**config.mk**
```make
export PLATFORM = sky130hd
export DESIGN_NAME = instr_fetch
export DESIGN_NICKNAME = d
export VERILOG_FILES = /design/src/rtl/instr_fetch.sv
export SDC_FILE = /design/constraint.sdc
export NUM_CORES = 1
export LEC_CHECK = 0
export ABC_AREA = 0
export BUFFER_PORTS_ARGS = -buffer_cell sky130_fd_sc_hd__buf_2
export CAP_MARGIN = 40
export CORE_UTILIZATION = 50
export DETAILED_ROUTE_END_ITERATION = 8
export PLACE_DENSITY = 0.73
export SYNTH_ARGS = -nofsm -noshare
export SYNTH_HDL_FRONTEND = slang
export SYNTH_SLANG_ARGS = --single-unit
```
**constraint.sdc**
```tcl
create_clock -name clk -period 11.2 [get_ports clk]
set_input_delay 2.24 -clock clk [delete_from_list [all_inputs] [get_ports clk]]
set_output_delay 2.24 -clock clk [all_outputs]
set_load 0.03 [all_outputs]
```
**src/rtl/instr_fetch.sv**
```systemverilog
// instr_fetch: instruction fetch stage with a 2-entry in-order buffer.
//
// The fetch pointer (fpc) addresses an instruction memory that returns the
// word combinationally in the same cycle. Fetched {pc, instr} pairs are queued
// in a two-slot circular buffer. The head is presented to the consumer with a
// valid/ready handshake. A branch redirect flushes the buffer and reloads fpc.
//
// Ports:
//   clk       - sole clock; all state updates on the rising edge
//   rst       - synchronous active-high reset
//   fetch_en  - fetch permitted this cycle
//   im_addr   - word address to instruction memory (straight from fpc)
//   im_data   - instruction word at im_addr (same-cycle)
//   br_taken  - redirect request; flushes buffer, loads fpc from br_addr
//   br_addr   - redirect target word address
//   ir_valid  - head entry valid
//   ir_data   - head instruction word (0 when empty)
//   ir_pc     - head instruction address (0 when empty)
//   ir_ready  - consumer accepts head when ir_valid & ir_ready
module instr_fetch #(
    parameter logic [15:0] RESET_PC = 16'h0000
) (
    input  logic        clk,
    input  logic        rst,
    input  logic        fetch_en,
    output logic [15:0] im_addr,
    input  logic [31:0] im_data,
    input  logic        br_taken,
    input  logic [15:0] br_addr,
    output logic        ir_valid,
    output logic [31:0] ir_data,
    output logic [15:0] ir_pc,
    input  logic        ir_ready
);

    typedef enum logic [1:0] {
        EMPTY = 2'd0,
        ONE   = 2'd1,
        FULL  = 2'd2
    } state_t;

    state_t      state_reg, state_next;
    logic [15:0] fpc_reg, fpc_next;
    logic        head_reg, head_next;
    logic        tail;
    logic        push;
    logic        pop;

    logic [15:0] pc_mem    [2];
    logic [31:0] instr_mem [2];

    assign im_addr = fpc_reg;

    always_comb begin
        state_next = state_reg;
        fpc_next   = fpc_reg;
        head_next  = head_reg;

        ir_valid = (state_reg != EMPTY);
        ir_pc    = ir_valid ? pc_mem[head_reg]    : 16'h0000;
        ir_data  = ir_valid ? instr_mem[head_reg] : 32'h0000_0000;

        pop  = ir_valid & ir_ready;
        push = fetch_en & ~br_taken & ((state_reg != FULL) | pop);

        // Tail slot = head + occupancy (mod 2). In FULL with a simultaneous
        // pop, the freed head slot becomes the new tail.
        tail = (state_reg == ONE) ? ~head_reg : head_reg;

        if (br_taken) begin
            // Redirect: drop everything buffered (a concurrent pop is simply
            // consumed along with the rest) and restart at the target.
            state_next = EMPTY;
            head_next  = 1'b0;
            fpc_next   = br_addr;
        end else begin
            if (push) begin
                fpc_next = fpc_reg + 16'd1;
            end
            if (pop) begin
                head_next = ~head_reg;
            end
            case (state_reg)
                EMPTY: begin
                    if (push) begin
                        state_next = ONE;
                    end
                end
                ONE: begin
                    if (push && !pop) begin
                        state_next = FULL;
                    end else if (pop && !push) begin
                        state_next = EMPTY;
                    end
                end
                FULL: begin
                    if (pop && !push) begin
                        state_next = ONE;
                    end
                end
                default: begin
                    state_next = EMPTY;
                end
            endcase
        end
    end

    always_ff @(posedge clk) begin
        if (rst) begin
            state_reg <= EMPTY;
            fpc_reg   <= RESET_PC;
            head_reg  <= 1'b0;
        end else begin
            state_reg <= state_next;
            fpc_reg   <= fpc_next;
            head_reg  <= head_next;
        end
    end

    // Buffer storage needs no reset: contents are masked while EMPTY.
    always_ff @(posedge clk) begin
        if (!rst && push) begin
            pc_mem[tail]    <= fpc_reg;
            instr_mem[tail] <= im_data;
        end
    end

endmodule

```
==> impl_metrics.yaml, run 1 <==
critical_path:
  reg2reg_depth: 4
  end_kind: "output port"
  crit_slowest_cell: "buf_4"
  cpPeakStageDelay_ns: 0.61
  worstPathRequired_ns: 8.96
  path_max_fanout: 48
  r2r_slack_ns: 9.00
  critPathTopFamily: "buffers and inverters"
  crit_arrival_ns: 2.03
  r2r_start: "im_addr[2]"
  crit_type: "reg -> out"
  r2r-end: "im_addr[15]"
  startpoint_type: "flip-flop"
  crit_chain: "buf_4 > mux2i_1 > nor2_1 > buf_2"
  path_buf_inv: 2
routing:
  via_count: 3054
  drc: 0
  drt-total-wl_um: 9020
  viasPerCell: 5.24
  drt_iter0_drc: 114
  wl_per_cell_um: 15.5
  ant_nets: 0
  drt_pre_antenna_iters: 4
sta:
  rsz0062_at_grt: "no"
  fin_hold_ws_ns: 0.529
  finalSetupViolCount: 0
  hold_viol_final: 0
  max_slew_margin: 0.444
  fin_worst_skew_ns: 0.00718
  fmax_mhz: 234
  fin_crit_ns: 4.27
  fin_crit_sh: 0.381
  tns_ns: 0
  slew_violations: 0
  worstMarginPinSlew_ns: 0.834
synth:
  ys_seq_area_frac: 0.697
  syn_inst: 336
  yosysTopAreaCellShare: 0.612
  yosys.area.top_type: "edfxtp_1"
  synthDistinctLibCells: 41
  syn_avg_cell_area_sq_um: 14.0
  synthTopCellsByArea: "edfxtp_1 (61%), mux2i_1 (11%), dfxtp_1 (8.5%), nor2_1 (5.0%), xnor2_1 (1.3%)"
  ys_warn_count: 0
  synth_nets: 390
  synth-seq-cells: 116
  syn_area_sq_um: 4710
clocking:
  cts-root-buf: "clkbuf_8"
  cts_buffer_depth: 2
  holdBufCountCts: 0
  h-tree-depth: 4
  clkTransAtPathRegs_ns: 0.05
  cts_inserted_buffers: 17
  cts_resized: 0
  cts_tree: "yes"
  clk_latency_ns: 0.49
  cts_setup_buffers: 0
  cts_sinks: 116
power:
  pwr-share-clk: 0.471
  p_total_mw: 1.07
  p_sw_mw: 0.235
  internal_power_mw: 0.839
  leakagePower_nw: 2.27
  pwr-share-comb: 0.072
  peakVddDrop_v: 0.000101
  seqPwrFrac: 0.457
  power_density_nw_per_um2: 179
  p_sw_frac: 0.219
place:
  dpl.hpwl_um: 5730
  dp.cells: 551
  port_buffers: 117
  place_congestion: 0.793
  placed_area_sq_um: 5440
floorplan:
  start_util: 0.512
  io_pins: 118
  fp.dieW_um: 99.1
  fp.coreArea_sq_um: 9200
  dieArea_sq_um: 9820
  placement_rows: 35
  die_h_um: 99.1
outcome:
  outcome: "finished, final reports clean"
worst_hold_path:
  min_path_cells: 0
  worstHoldPathType: "reg -> reg"
  min_from: "im_addr[14]"
  hold_end: "pc_mem[0][14]"
layout:
  final_common_cell: "buf_2"
  fin_nets: 513
  largest_reg_flops: 64
  final_area_sq_um: 6010
  stdcell_count: 583
  drive_above_1_share: 0.339
  layout_common_cells: "buf_2 (117), edfxtp_1 (96), nor2_1 (62)"
  diodes: 0
  largest-register: "instr_mem"
  syn2layout_area_growth_pct: 27.6
global_route:
  grt_pass1_vias: 2939
  grt_pass1_wl_um: 14100
  global_route.usage.total: 0.191
  grt_overflow: 0
  grt_max_degree: 49
  antenna_found_initial: 0
flow_run:
  maxCapViolCount: 0
==> worst register-to-register path: cells and delay by family, from the launching register on <==
family / cells / cell delay (ns)
AND/OR/NAND/NOR: 3 / 1.41
AO/OA/AOI/OAI: 1 / 0.25
flip-flops: 1 / 0.47
==> power by group through the flow <==
stage          Clock, mW  Sequential [mW]  Combinational [mW]
4_1_cts            0.516            0.491              0.0784
6_report           0.506            0.491              0.0774
3_3_place_gp           0            0.499              0.0752
2_1_floorplan          0            0.506              0.0404
3_5_place_dp           0            0.500              0.0781
5_1_grt            0.532            0.492              0.0835
==> kinds of logic (layout without fill, tap and decap cells) <==
logic type,Yosys count,in the layout,share of synthesized area
flip-flops,116,116,0.697
AND/OR/NAND/NOR,105,105,0.112
multiplexers,51,51,0.108
AO/OA/AOI/OAI,29,29,0.0430
buffers and inverters,25,161,0.0202
XOR/XNOR,9,9,0.0167
adder cells (fa/ha/maj),1,1,0.00265
==> Yosys cell counts <==
library cell / instances
or3_1: 4
o21ai_0: 3
a211oi_1: 8
clkinv_1: 1
nor2_1: 63
nor3b_4: 1
nand3_1: 3
a21oi_1: 5
xnor2_1: 7
clkbuf_1: 12
mux2i_1: 51
nor3_1: 5
nor2b_1: 1
nand2_1: 5
buf_1: 4
a21boi_0: 1
nand2b_1: 1
and2b_2: 1
nand4_1: 2
o21a_1: 1
xor2_1: 2
or4_1: 2
and3b_2: 1
nor4b_1: 3
dfxtp_1: 20
nor4_1: 1
o31a_1: 3
nand3b_1: 1
ha_1: 1
inv_1: 7
and2_1: 2
nand3_2: 1
nor3b_1: 4
and4_1: 3
buf_2: 1
a31oi_1: 2
a311oi_1: 4
edfxtp_1: 96
o22ai_1: 1
o31ai_1: 1
nor4_2: 1
==> worst max-delay path by stage <==
stage,end,depth (start not counted)
after floorplan,instr_mem[0][0],3
after global routing,ir_pc[8],4
after detailed placement,im_addr[15],5
after global placement,im_addr[15],5
final,ir_pc[13],4
after CTS,ir_pc[6],4
==> per-stage QoR <==
step | utilization | worst slack [ns]
floorplan | - | 3.08
global placement | 0.589 | 7.20
detailed placement | 0.592 | 7.15
CTS | 0.654 | 6.87
global route | 0.654 | 6.79
finish | 0.654 | 6.93
==> final cells by class <==
type	instances	area, sq um
clock buffers	22	463
clock inverters	10	108
fillers	707	3180
inverters	8	30.0
multi-input cells	195	1350
flip-flops and latches	116	3280
well taps	111	139
repair buffers	121	636
==> layer usage <==
metal  vias to the layer above  track usage  share of wire
met5                         -            0              0
li1                       1504            -              -
met2                        97        0.317           0.50
met4                         0       0.0679         0.0086
met1                      1445        0.237           0.44
met3                         8       0.0589          0.046
(Power assumes the default switching activity.)
==> inputs of run 2 (changes only) <==
==> constraint.sdc (replaced) <==
create_clock -name clk -period 4.35 [get_ports clk]
set_input_delay 0.87 -clock clk [delete_from_list [all_inputs] [get_ports clk]]
set_output_delay 0.87 -clock clk [all_outputs]
set_load 0.03 [all_outputs]
==> run 2 against run 1 <==
  * Register-to-register slack got worse by 6.8 ns
  * Final cell count decreased by 0.17%
  * Worst setup slack got worse by 5.4 ns
  * Highest routed layer unchanged
==> impl_metrics.yaml, run 2 (synthesis gave the netlist of run 1 again) <==
outcome:
  outcome: "finished, final reports clean"
critical_path:
  crit_type: "reg -> out"
  crit_chain: "mux2i_1 > nor2_1 > buf_2"
  critPathTopFamily: "flip-flops"
  crit_slowest_cell: "dfxtp_4"
  startpoint_type: "flip-flop"
  reg2reg_depth: 4
  r2r_slack_ns: 2.16
  path_buf_inv: 1
  cpPeakStageDelay_ns: 0.91
  crit_arrival_ns: 1.96
  r2r_start: "im_addr[2]"
  r2r-end: "im_addr[15]"
  worstPathRequired_ns: 3.48
  path_max_fanout: 48
  end_kind: "output port"
clocking:
  cts_inserted_buffers: 17
  cts-root-buf: "clkbuf_8"
  cts_resized: 0
  cts_sinks: 116
  cts_buffer_depth: 2
  clkTransAtPathRegs_ns: 0.06
  cts_tree: "yes"
  h-tree-depth: 4
  clk_latency_ns: 0.49
  holdBufCountCts: 0
  cts_setup_buffers: 0
floorplan:
  dieArea_sq_um: 9820
  start_util: 0.512
  placement_rows: 35
  die_h_um: 99.1
  fp.coreArea_sq_um: 9200
  io_pins: 118
  fp.dieW_um: 99.1
sta:
  hold_viol_final: 0
  finalSetupViolCount: 0
  fin_crit_sh: 0.652
  worstMarginPinSlew_ns: 0.850
  rsz0062_at_grt: "no"
  tns_ns: 0
  max_slew_margin: 0.433
  fin_crit_ns: 2.83
  fmax_mhz: 353
  slew_violations: 0
  fin_worst_skew_ns: 0.00897
place:
  dp.cells: 550
  placed_area_sq_um: 5460
  dpl.hpwl_um: 5830
  place_congestion: 0.819
  port_buffers: 117
layout:
  layout_common_cells: "buf_2 (117), edfxtp_1 (96), nor2_1 (62)"
  n_fill_cell: 676
  syn2layout_area_growth_pct: 28.8
  final_common_cell: "buf_2"
  drive_above_1_share: 0.340
  fin_nets: 512
  largest-register: "instr_mem"
  largest_reg_flops: 64
  final_area_sq_um: 6070
  diodes: 0
  multi_input_area_sq_um: 1370
  regArea_sq_um: 3290
  stdcell_count: 582
routing:
  viasPerCell: 5.19
  via_count: 3021
  drc: 0
  drt_pre_antenna_iters: 4
  dr_wl_met2_um: 4510
  wl_per_cell_um: 15.6
  ant_nets: 0
  top_layer: "met4"
  drt-total-wl_um: 9080
  met3_length_um: 392
  wl_met1_um: 4140
  drt_iter0_drc: 138
global_route:
  global_route.usage.total: 0.197
  grt_pass1_wl_um: 14600
  grt_pass1_vias: 3013
  grt_overflow: 0
  antenna_found_initial: 0
  grt_max_degree: 49
power:
  leakagePower_nw: 2.30
  power_density_nw_per_um2: 473
  peakVddDrop_v: 0.000236
  p_total_mw: 2.87
flow_run:
  maxCapViolCount: 0
worst_hold_path:
  min_from: "im_addr[14]"
  min_path_cells: 0
  hold_end: "pc_mem[0][14]"
  worstHoldPathType: "reg -> reg"
==> run 2: metal layers <==
metal / track usage / vias up
met2: 0.316 / 90
met4: 0.0871 / 0
li1: - / 1496
met1: 0.258 / 1433
met5: 0 / -
met3: 0.0440 / 2
==> run 2: worst max path at each step <==
stage	from	slack (ns)	cells past startpoint	to
5_1_grt	flip-flop	1.37	3	ir_data[4]
4_1_cts	flip-flop	1.44	3	ir_pc[6]
6_report	flip-flop	1.52	3	ir_data[28]
3_3_place_gp	ir_ready	1.71	5	instr_mem[0][30]
2_1_floorplan	br_taken	0.02	2	instr_mem[1][0]
3_5_place_dp	ir_ready	1.66	5	instr_mem[0][7]
==> run 2: final cells by class <==
class | count | area share
Sequential cell | 116 | 0.542
Multi-Input combinational cell | 195 | 0.226
Timing Repair Buffer | 120 | 0.104
Clock buffer | 19 | 0.0711
Clock inverter | 13 | 0.0299
Tap cell | 111 | 0.0229
Inverter | 8 | 0.00495
==> run 2: power by group <==
| group | internal (mW) | switching [mW] | total [mW] | leakage (nW) |
|---|---|---|---|---|
| clock | 0.944 | 0.462 | 1.41 | 0.298 |
| sequential | 1.24 | 0.0303 | 1.27 | 1.04 |
| combinational | 0.0694 | 0.128 | 0.197 | 0.958 |
| total | 2.25 | 0.620 | 2.87 | 2.30 |
==> run 2: metrics by stage <==
stage | utilization | hold WS (ns) | setup WS [ns]
floorplan | - | 0.563 | 0.0152
global placement | 0.590 | 0.524 | 1.71
detailed placement | 0.593 | 0.526 | 1.66
CTS | 0.660 | 0.536 | 1.44
global route | 0.660 | 0.546 | 1.37
finish | 0.660 | 0.533 | 1.52
